<file path="src/rtl/home_ctrl_pkg.sv">
// Shared types and constants for the second-generation home controller.
package home_ctrl_pkg;

  typedef enum logic [1:0] {
    IDLE       = 2'd0,
    ALARM      = 2'd1,
    ALARM_HOLD = 2'd2
  } state_e;

  localparam logic [2:0] DISP_NONE  = 3'd0;
  localparam logic [2:0] DISP_ALARM = 3'd1;
  localparam logic [2:0] DISP_WIN   = 3'd2;
  localparam logic [2:0] DISP_DOOR  = 3'd3;
  localparam logic [2:0] DISP_HEAT  = 3'd4;
  localparam logic [2:0] DISP_COOL  = 3'd5;

endpackage

</file>
<file path="src/rtl/hc_debounce.sv">
// Single-bit debouncer: the clean value flips only after DEBOUNCE consecutive
// samples that differ from it.
module hc_debounce
  import home_ctrl_pkg::*;
#(
  parameter int DEBOUNCE = 4
) (
  input  logic Clk,
  input  logic Rst,
  input  logic raw,
  output logic clean
);

  localparam int CW = $clog2(DEBOUNCE + 1);
  localparam logic [CW-1:0] LAST = CW'(DEBOUNCE - 1);

  logic [CW-1:0] cnt_q, cnt_d;
  logic          clean_q, clean_d;

  // Count disagreeing samples; any agreeing sample restarts the run.
  always_comb begin
    cnt_d   = cnt_q;
    clean_d = clean_q;
    if (raw != clean_q) begin
      if (cnt_q == LAST) begin
        clean_d = ~clean_q;
        cnt_d   = '0;
      end else begin
        cnt_d = cnt_q + CW'(1);
      end
    end else begin
      cnt_d = '0;
    end
  end

  always_ff @(posedge Clk) begin
    if (Rst) begin
      cnt_q   <= '0;
      clean_q <= 1'b0;
    end else begin
      cnt_q   <= cnt_d;
      clean_q <= clean_d;
    end
  end

  assign clean = clean_q;

endmodule

</file>
<file path="src/rtl/home_ctrl_gen2.sv">
// Home controller top: sensor debouncing, fire-alarm supervisory FSM,
// climate hysteresis and registered actuator/display outputs.
module home_ctrl_gen2
  import home_ctrl_pkg::*;
#(
  parameter int N_DOOR   = 2,
  parameter int N_WIN    = 1,
  parameter int TEMP_W   = 7,
  parameter int T_LOW    = 50,
  parameter int T_HIGH   = 60,
  parameter int HYST     = 2,
  parameter int DEBOUNCE = 4
) (
  input  logic              Clk,
  input  logic              Rst,
  input  logic [N_DOOR-1:0] SD,
  input  logic [N_WIN-1:0]  SW,
  input  logic              SFA,
  input  logic [TEMP_W-1:0] ST,
  input  logic              ack,
  output logic [N_DOOR-1:0] door,
  output logic              winbuzz,
  output logic              alarmbuzz,
  output logic              heater,
  output logic              cooler,
  output logic [2:0]        display
);

  localparam int XW = TEMP_W + 1;
  localparam logic [XW-1:0] HEAT_ON  = XW'(T_LOW);
  localparam logic [XW-1:0] HEAT_OFF = XW'(T_LOW + HYST);
  localparam logic [XW-1:0] COOL_ON  = XW'(T_HIGH);
  localparam logic [XW-1:0] COOL_OFF = XW'(T_HIGH - HYST);

  logic [N_DOOR-1:0] sd_db;
  logic [N_WIN-1:0]  sw_db;
  logic              sfa_db;

  for (genvar i = 0; i < N_DOOR; i++) begin : g_door
    hc_debounce #(.DEBOUNCE(DEBOUNCE)) u_db (.Clk(Clk), .Rst(Rst), .raw(SD[i]), .clean(sd_db[i]));
  end
  for (genvar j = 0; j < N_WIN; j++) begin : g_win
    hc_debounce #(.DEBOUNCE(DEBOUNCE)) u_db (.Clk(Clk), .Rst(Rst), .raw(SW[j]), .clean(sw_db[j]));
  end
  hc_debounce #(.DEBOUNCE(DEBOUNCE)) u_db_fire (.Clk(Clk), .Rst(Rst), .raw(SFA), .clean(sfa_db));

  state_e            state_q, state_d;
  logic [TEMP_W-1:0] temp_q, temp_d;
  logic              heat_q, heat_d, cool_q, cool_d;
  logic [N_DOOR-1:0] door_q, door_d;
  logic              win_q, win_d, alarm_q, alarm_d;
  logic [2:0]        disp_q, disp_d;
  logic [XW-1:0]     temp_x;

  assign temp_x = {1'b0, temp_q};

  // Outputs are derived from the next state so they switch on the same edge as the FSM.
  always_comb begin
    temp_d = ST;
    case (state_q)
      IDLE:       if (sfa_db) state_d = ALARM;      else state_d = IDLE;
      ALARM:      if (!sfa_db) state_d = ALARM_HOLD; else state_d = ALARM;
      ALARM_HOLD: if (sfa_db) state_d = ALARM;
                  else if (ack) state_d = IDLE;
                  else state_d = ALARM_HOLD;
      default:    state_d = IDLE;
    endcase

    // Flags only evolve while idle on both sides of the edge, so a return starts from zero.
    if ((state_q == IDLE) && (state_d == IDLE)) begin
      if (temp_x < HEAT_ON) heat_d = 1'b1;
      else if (temp_x >= HEAT_OFF) heat_d = 1'b0;
      else heat_d = heat_q;
      if (temp_x > COOL_ON) cool_d = 1'b1;
      else if (temp_x <= COOL_OFF) cool_d = 1'b0;
      else cool_d = cool_q;
    end else begin
      heat_d = 1'b0;
      cool_d = 1'b0;
    end

    win_d = |sw_db;
    if (state_d == IDLE) begin
      door_d  = sd_db;
      alarm_d = 1'b0;
    end else begin
      door_d  = {N_DOOR{1'b1}};
      alarm_d = 1'b1;
    end

    if (alarm_d) disp_d = DISP_ALARM;
    else if (win_d) disp_d = DISP_WIN;
    else if (|door_d) disp_d = DISP_DOOR;
    else if (heat_d) disp_d = DISP_HEAT;
    else if (cool_d) disp_d = DISP_COOL;
    else disp_d = DISP_NONE;
  end

  always_ff @(posedge Clk) begin
    if (Rst) begin
      state_q <= IDLE;
      temp_q  <= '0;
      heat_q  <= 1'b0;
      cool_q  <= 1'b0;
      door_q  <= '0;
      win_q   <= 1'b0;
      alarm_q <= 1'b0;
      disp_q  <= DISP_NONE;
    end else begin
      state_q <= state_d;
      temp_q  <= temp_d;
      heat_q  <= heat_d;
      cool_q  <= cool_d;
      door_q  <= door_d;
      win_q   <= win_d;
      alarm_q <= alarm_d;
      disp_q  <= disp_d;
    end
  end

  assign door      = door_q;
  assign winbuzz   = win_q;
  assign alarmbuzz = alarm_q;
  assign heater    = heat_q;
  assign cooler    = cool_q;
  assign display   = disp_q;

endmodule

</file>
<file path="config.mk">
export PLATFORM = sky130hd
export DESIGN_NAME = home_ctrl_gen2
export DESIGN_NICKNAME = d
export VERILOG_FILES = /design/src/rtl/home_ctrl_pkg.sv /design/src/rtl/hc_debounce.sv /design/src/rtl/home_ctrl_gen2.sv
export SDC_FILE = /design/constraint.sdc
export NUM_CORES = 1
export LEC_CHECK = 0
export CAP_MARGIN = 20
export CORE_AREA = 5 5 56 58
export CTS_CLUSTER_DIAMETER = 120
export DETAILED_ROUTE_END_ITERATION = 16
export DIE_AREA = 0 0 61 63
export PLACE_DENSITY = 0.71
export SETUP_SLACK_MARGIN = 0.2
export SLEW_MARGIN = 20
export SYNTH_ARGS = -nofsm -noshare
export SYNTH_HDL_FRONTEND = slang
export SYNTH_SLANG_ARGS = --single-unit
</file>
<file path="constraint.sdc">
create_clock -name Clk -period 1.6 [get_ports Clk]
set_input_delay 0.24 -clock Clk [delete_from_list [all_inputs] [get_ports Clk]]
set_output_delay 0.24 -clock Clk [all_outputs]
set_load 0.02 [all_outputs]
</file>
==> reports/metrics.yaml <==
status: "finished clean"
average_wire_length_per_cell_after_detail_routing_um: 11.87
drt_drc_violations_left: 0
grt_start_max_net_pins: 12
grt_pass1_wl_mm: 3.726
final_layout_size_suffix_gt1_frac: 0.1645
dieWidth_um: 61
num_io_pins: 23
min_period_ns: 1.416
stdcell_count: 183
antenna_cells: 0
utilization: 0.6172
dr.first_iter.drc_count: 15
clockPowerShare: 0.357
cp.required_ns: 1.83
cts_tree: "yes"
grt_pass1_vias: 925
core_um2: 2615
fmaxAchievable_mhz: 706.4
syn-num-nets: 140
postSynthAreaPerCell_um2: 10.33
holdBufCountCts: 0
final_hold_viol_count: 0
worstPathArrival_ns: 1.64
r2r.worst_path.cells: 4
static_leakage_nw: 0.7055
drt.antenna.violating_nets: 0
final.period_utilization: 0.8847
drt_pass1_iterations: 4
power_frac_comb: 0.081
worst_skew_pair.late_latency_ns: 0.32
worst-path-max-fanout: 4
vias_per_cell: 4.880
htree_levels: 2
finalClockSkew_ns: 0.005034
cts-buffers-inserted: 5
worst_slew_margin_rel: 0.8368
portBuffers: 22
maxSlewViolCount: 0
worstMarginPinSlew_ns: 0.2409
critical_path.endpoint_type: "register"
dp_cells: 174
critical_path_class: "reg -> reg"
grt_setup_unrepaired: "true"
area_growth_pct: 32.44
synthCells: 118
intPower_mw: 1.248
power_per_cell_area_nw_per_um2: 979.5
max-vdd-ir-drop_mv: 0.9184
seq_power_share: 0.562
num_vias: 893
worst_hold_path_type: "in -> reg"
synth_cell_type_count: 26
regToRegSetupSlack_ns: 0.18
floorplan.die.height_um: 63
grt.overflow.total: 0
track_usage: 0.1294
grt_antenna_before_repair: 0
dp.final_hpwl_mm: 1.672
place_congestion: 0.6817
mappedNetlistArea_um2: 1219
effective_utilization_at_floorplan: 0.4660
postRouteWirelength_mm: 2.172
synth.ff_latch_count: 34
start_kind: "register"
area.sequential_um2: 684.4
max_cap_violation_count: 0
finalNetCount: 173
num_rows: 19
ys_seq_area_frac: 0.5585
tritoncts_num_sinks: 34
worst_setup_hold_path_clk_slew_ns: 0.10
buffers_from_clock_root_to_sink_at_most: 2
holdPathStages: 3
ys_warn_count: 0
fraction_of_power_spent_switching_nets: 0.2106
setup_viol: 0
ctsRootBufferMaster: "sky130_fd_sc_hd__clkbuf_4"
nFillCells: 251
switchingPower_uw: 332.9
area_occupied_by_multi_input_gates_um2: 510.5
fp.dieArea_um2: 3843
-- final cells by class --
class	count	share of cell area
Sequential cell	34	0.4240
Tap cell	31	0.02403
Multi-Input combinational cell	71	0.3163
Clock buffer	8	0.04884
Inverter	11	0.02558
Timing Repair Buffer	28	0.1612
-- worst paths after layout --
path	start	end
max reg2reg	state_q[1]	display[1]
max	state_q[1]	display[1]
min reg2reg	u_db_fire.cnt_q[0]	u_db_fire.cnt_q[0]
min	ack	state_q[1]
-- synthesized netlist by cell type, drive strengths merged --
cell type / count / share of area
nand2: 1 / 0.0031
nand2b: 1 / 0.0051
nor3: 1 / 0.0041
and3b: 1 / 0.0072
nor3b: 1 / 0.0062
or3: 4 / 0.021
mux2i: 4 / 0.033
nor2: 23 / 0.071
o21ai: 2 / 0.0082
o311a: 1 / 0.0082
nor2b: 9 / 0.046
o31ai: 1 / 0.0062
o311ai: 1 / 0.0072
xnor2: 4 / 0.029
a21oi: 1 / 0.0041
or3b: 1 / 0.0072
o31a: 1 / 0.0072
a211oi: 3 / 0.027
clkbuf: 2 / 0.0062
inv: 11 / 0.034
dfxtp: 34 / 0.56
nand3: 1 / 0.0041
or4: 2 / 0.015
ha: 8 / 0.082
-- cell usage in the layout, fill, tap and decap left out --
cell type / n
sky130_fd_sc_hd__or3_4: 1
sky130_fd_sc_hd__nand2_1: 1
sky130_fd_sc_hd__a211oi_1: 1
sky130_fd_sc_hd__dlygate4sd2_1: 9
sky130_fd_sc_hd__buf_4: 5
sky130_fd_sc_hd__o31a_1: 1
sky130_fd_sc_hd__a211oi_2: 2
sky130_fd_sc_hd__nor2_1: 23
sky130_fd_sc_hd__o21ai_0: 2
sky130_fd_sc_hd__clkbuf_8: 3
sky130_fd_sc_hd__dlymetal6s2s_1: 1
sky130_fd_sc_hd__dfxtp_2: 3
sky130_fd_sc_hd__or4_4: 2
sky130_fd_sc_hd__xnor2_1: 4
sky130_fd_sc_hd__nand3_1: 1
sky130_fd_sc_hd__nor3_1: 1
sky130_fd_sc_hd__o311ai_1: 1
sky130_fd_sc_hd__or3_1: 3
sky130_fd_sc_hd__clkbuf_4: 5
sky130_fd_sc_hd__or3b_2: 1
sky130_fd_sc_hd__inv_1: 11
sky130_fd_sc_hd__clkdlybuf4s50_1: 12
sky130_fd_sc_hd__nor3b_2: 1
sky130_fd_sc_hd__nand2b_1: 1
sky130_fd_sc_hd__nor2b_1: 8
sky130_fd_sc_hd__nor2b_4: 1
sky130_fd_sc_hd__ha_1: 8
sky130_fd_sc_hd__o31ai_1: 1
sky130_fd_sc_hd__dfxtp_1: 31
sky130_fd_sc_hd__a21oi_1: 1
sky130_fd_sc_hd__mux2i_1: 4
sky130_fd_sc_hd__o311a_1: 1
sky130_fd_sc_hd__buf_6: 1
sky130_fd_sc_hd__and3b_1: 1
-- what timing repair did --
action | CTS | global route
endpoints found under the setup margin | 11 | 6
pin swaps | 0 | 3
buffers inserted | 1 | 0
resized for setup | 10 | 9
endpoints found under the hold margin | 0 | 0
-- power by group through the flow --
stage               Clock, mW  Combinational, mW  Sequential [mW]
detailed placement          0              0.129            0.909
floorplan                   0             0.0515            0.916
global placement            0              0.126            0.908
CTS                     0.577              0.124            0.889
global route            0.614              0.143            0.893
finish                  0.565              0.127            0.889
-- state kept, by name (all words and copies together) (netlist names) --
| name | flops |
|---|---|
| winbuzz | 1 |
| alarmbuzz | 1 |
| door | 2 |
| heater | 1 |
| u_db_fire.cnt_q | 3 |
| state_q | 2 |
| cooler | 1 |
| g_door.u_db.cnt_q | 6 |
| temp_q | 7 |
| display | 3 |
| g_win.u_db.clean | 1 |
| g_win.u_db.cnt_q | 3 |
| u_db_fire.clean | 1 |
| g_door.u_db.clean | 2 |
-- cell families after synthesis --
kind of cell	count (synthesis)	synth area share
adders and majority gates	8	0.08214
muxes	4	0.03286
buffers and inverters	13	0.04004
xor gates and xnor gates	4	0.02874
DFF	34	0.5585
AOI/OAI and AO/OA	10	0.06776
and+or+nand+nor	45	0.1899
-- layer usage --
layer  part of all wire  wire, um  up-vias  GRT usage
met5                  0         0        -          0
met4              0.016        34        0    0.06775
met3              0.053       115        5    0.04752
met2               0.58      1252       16     0.2259
met1               0.35       770      416     0.1272
li1                   -         -      456          -
-- worst max-delay path, cell delays in order (launching register included) --
cell                      delay [ns]
sky130_fd_sc_hd__dfxtp_2        0.34
sky130_fd_sc_hd__nor2b_4        0.12
sky130_fd_sc_hd__o31a_1         0.26
sky130_fd_sc_hd__or4_4          0.43
sky130_fd_sc_hd__nor3b_2        0.17
-- per-stage QoR --
stage | power, mW | setup TNS (ns) | hold slack (ns) | cell area, um2 | worst slack [ns]
floorplan | 0.9673 | 0 | 0.3110 | 1219 | 0.2183
global placement | 1.034 | -0.2342 | 0.4060 | 1508 | -0.1039
detailed placement | 1.038 | -0.3636 | 0.4080 | 1508 | -0.1225
CTS | 1.591 | 0 | 0.4234 | 1584 | 0.1888
global route | 1.650 | 0 | 0.2999 | 1614 | 0.1496
finish | 1.581 | 0 | 0.2962 | 1614 | 0.1844
Power figures use the tool's default switching activity.
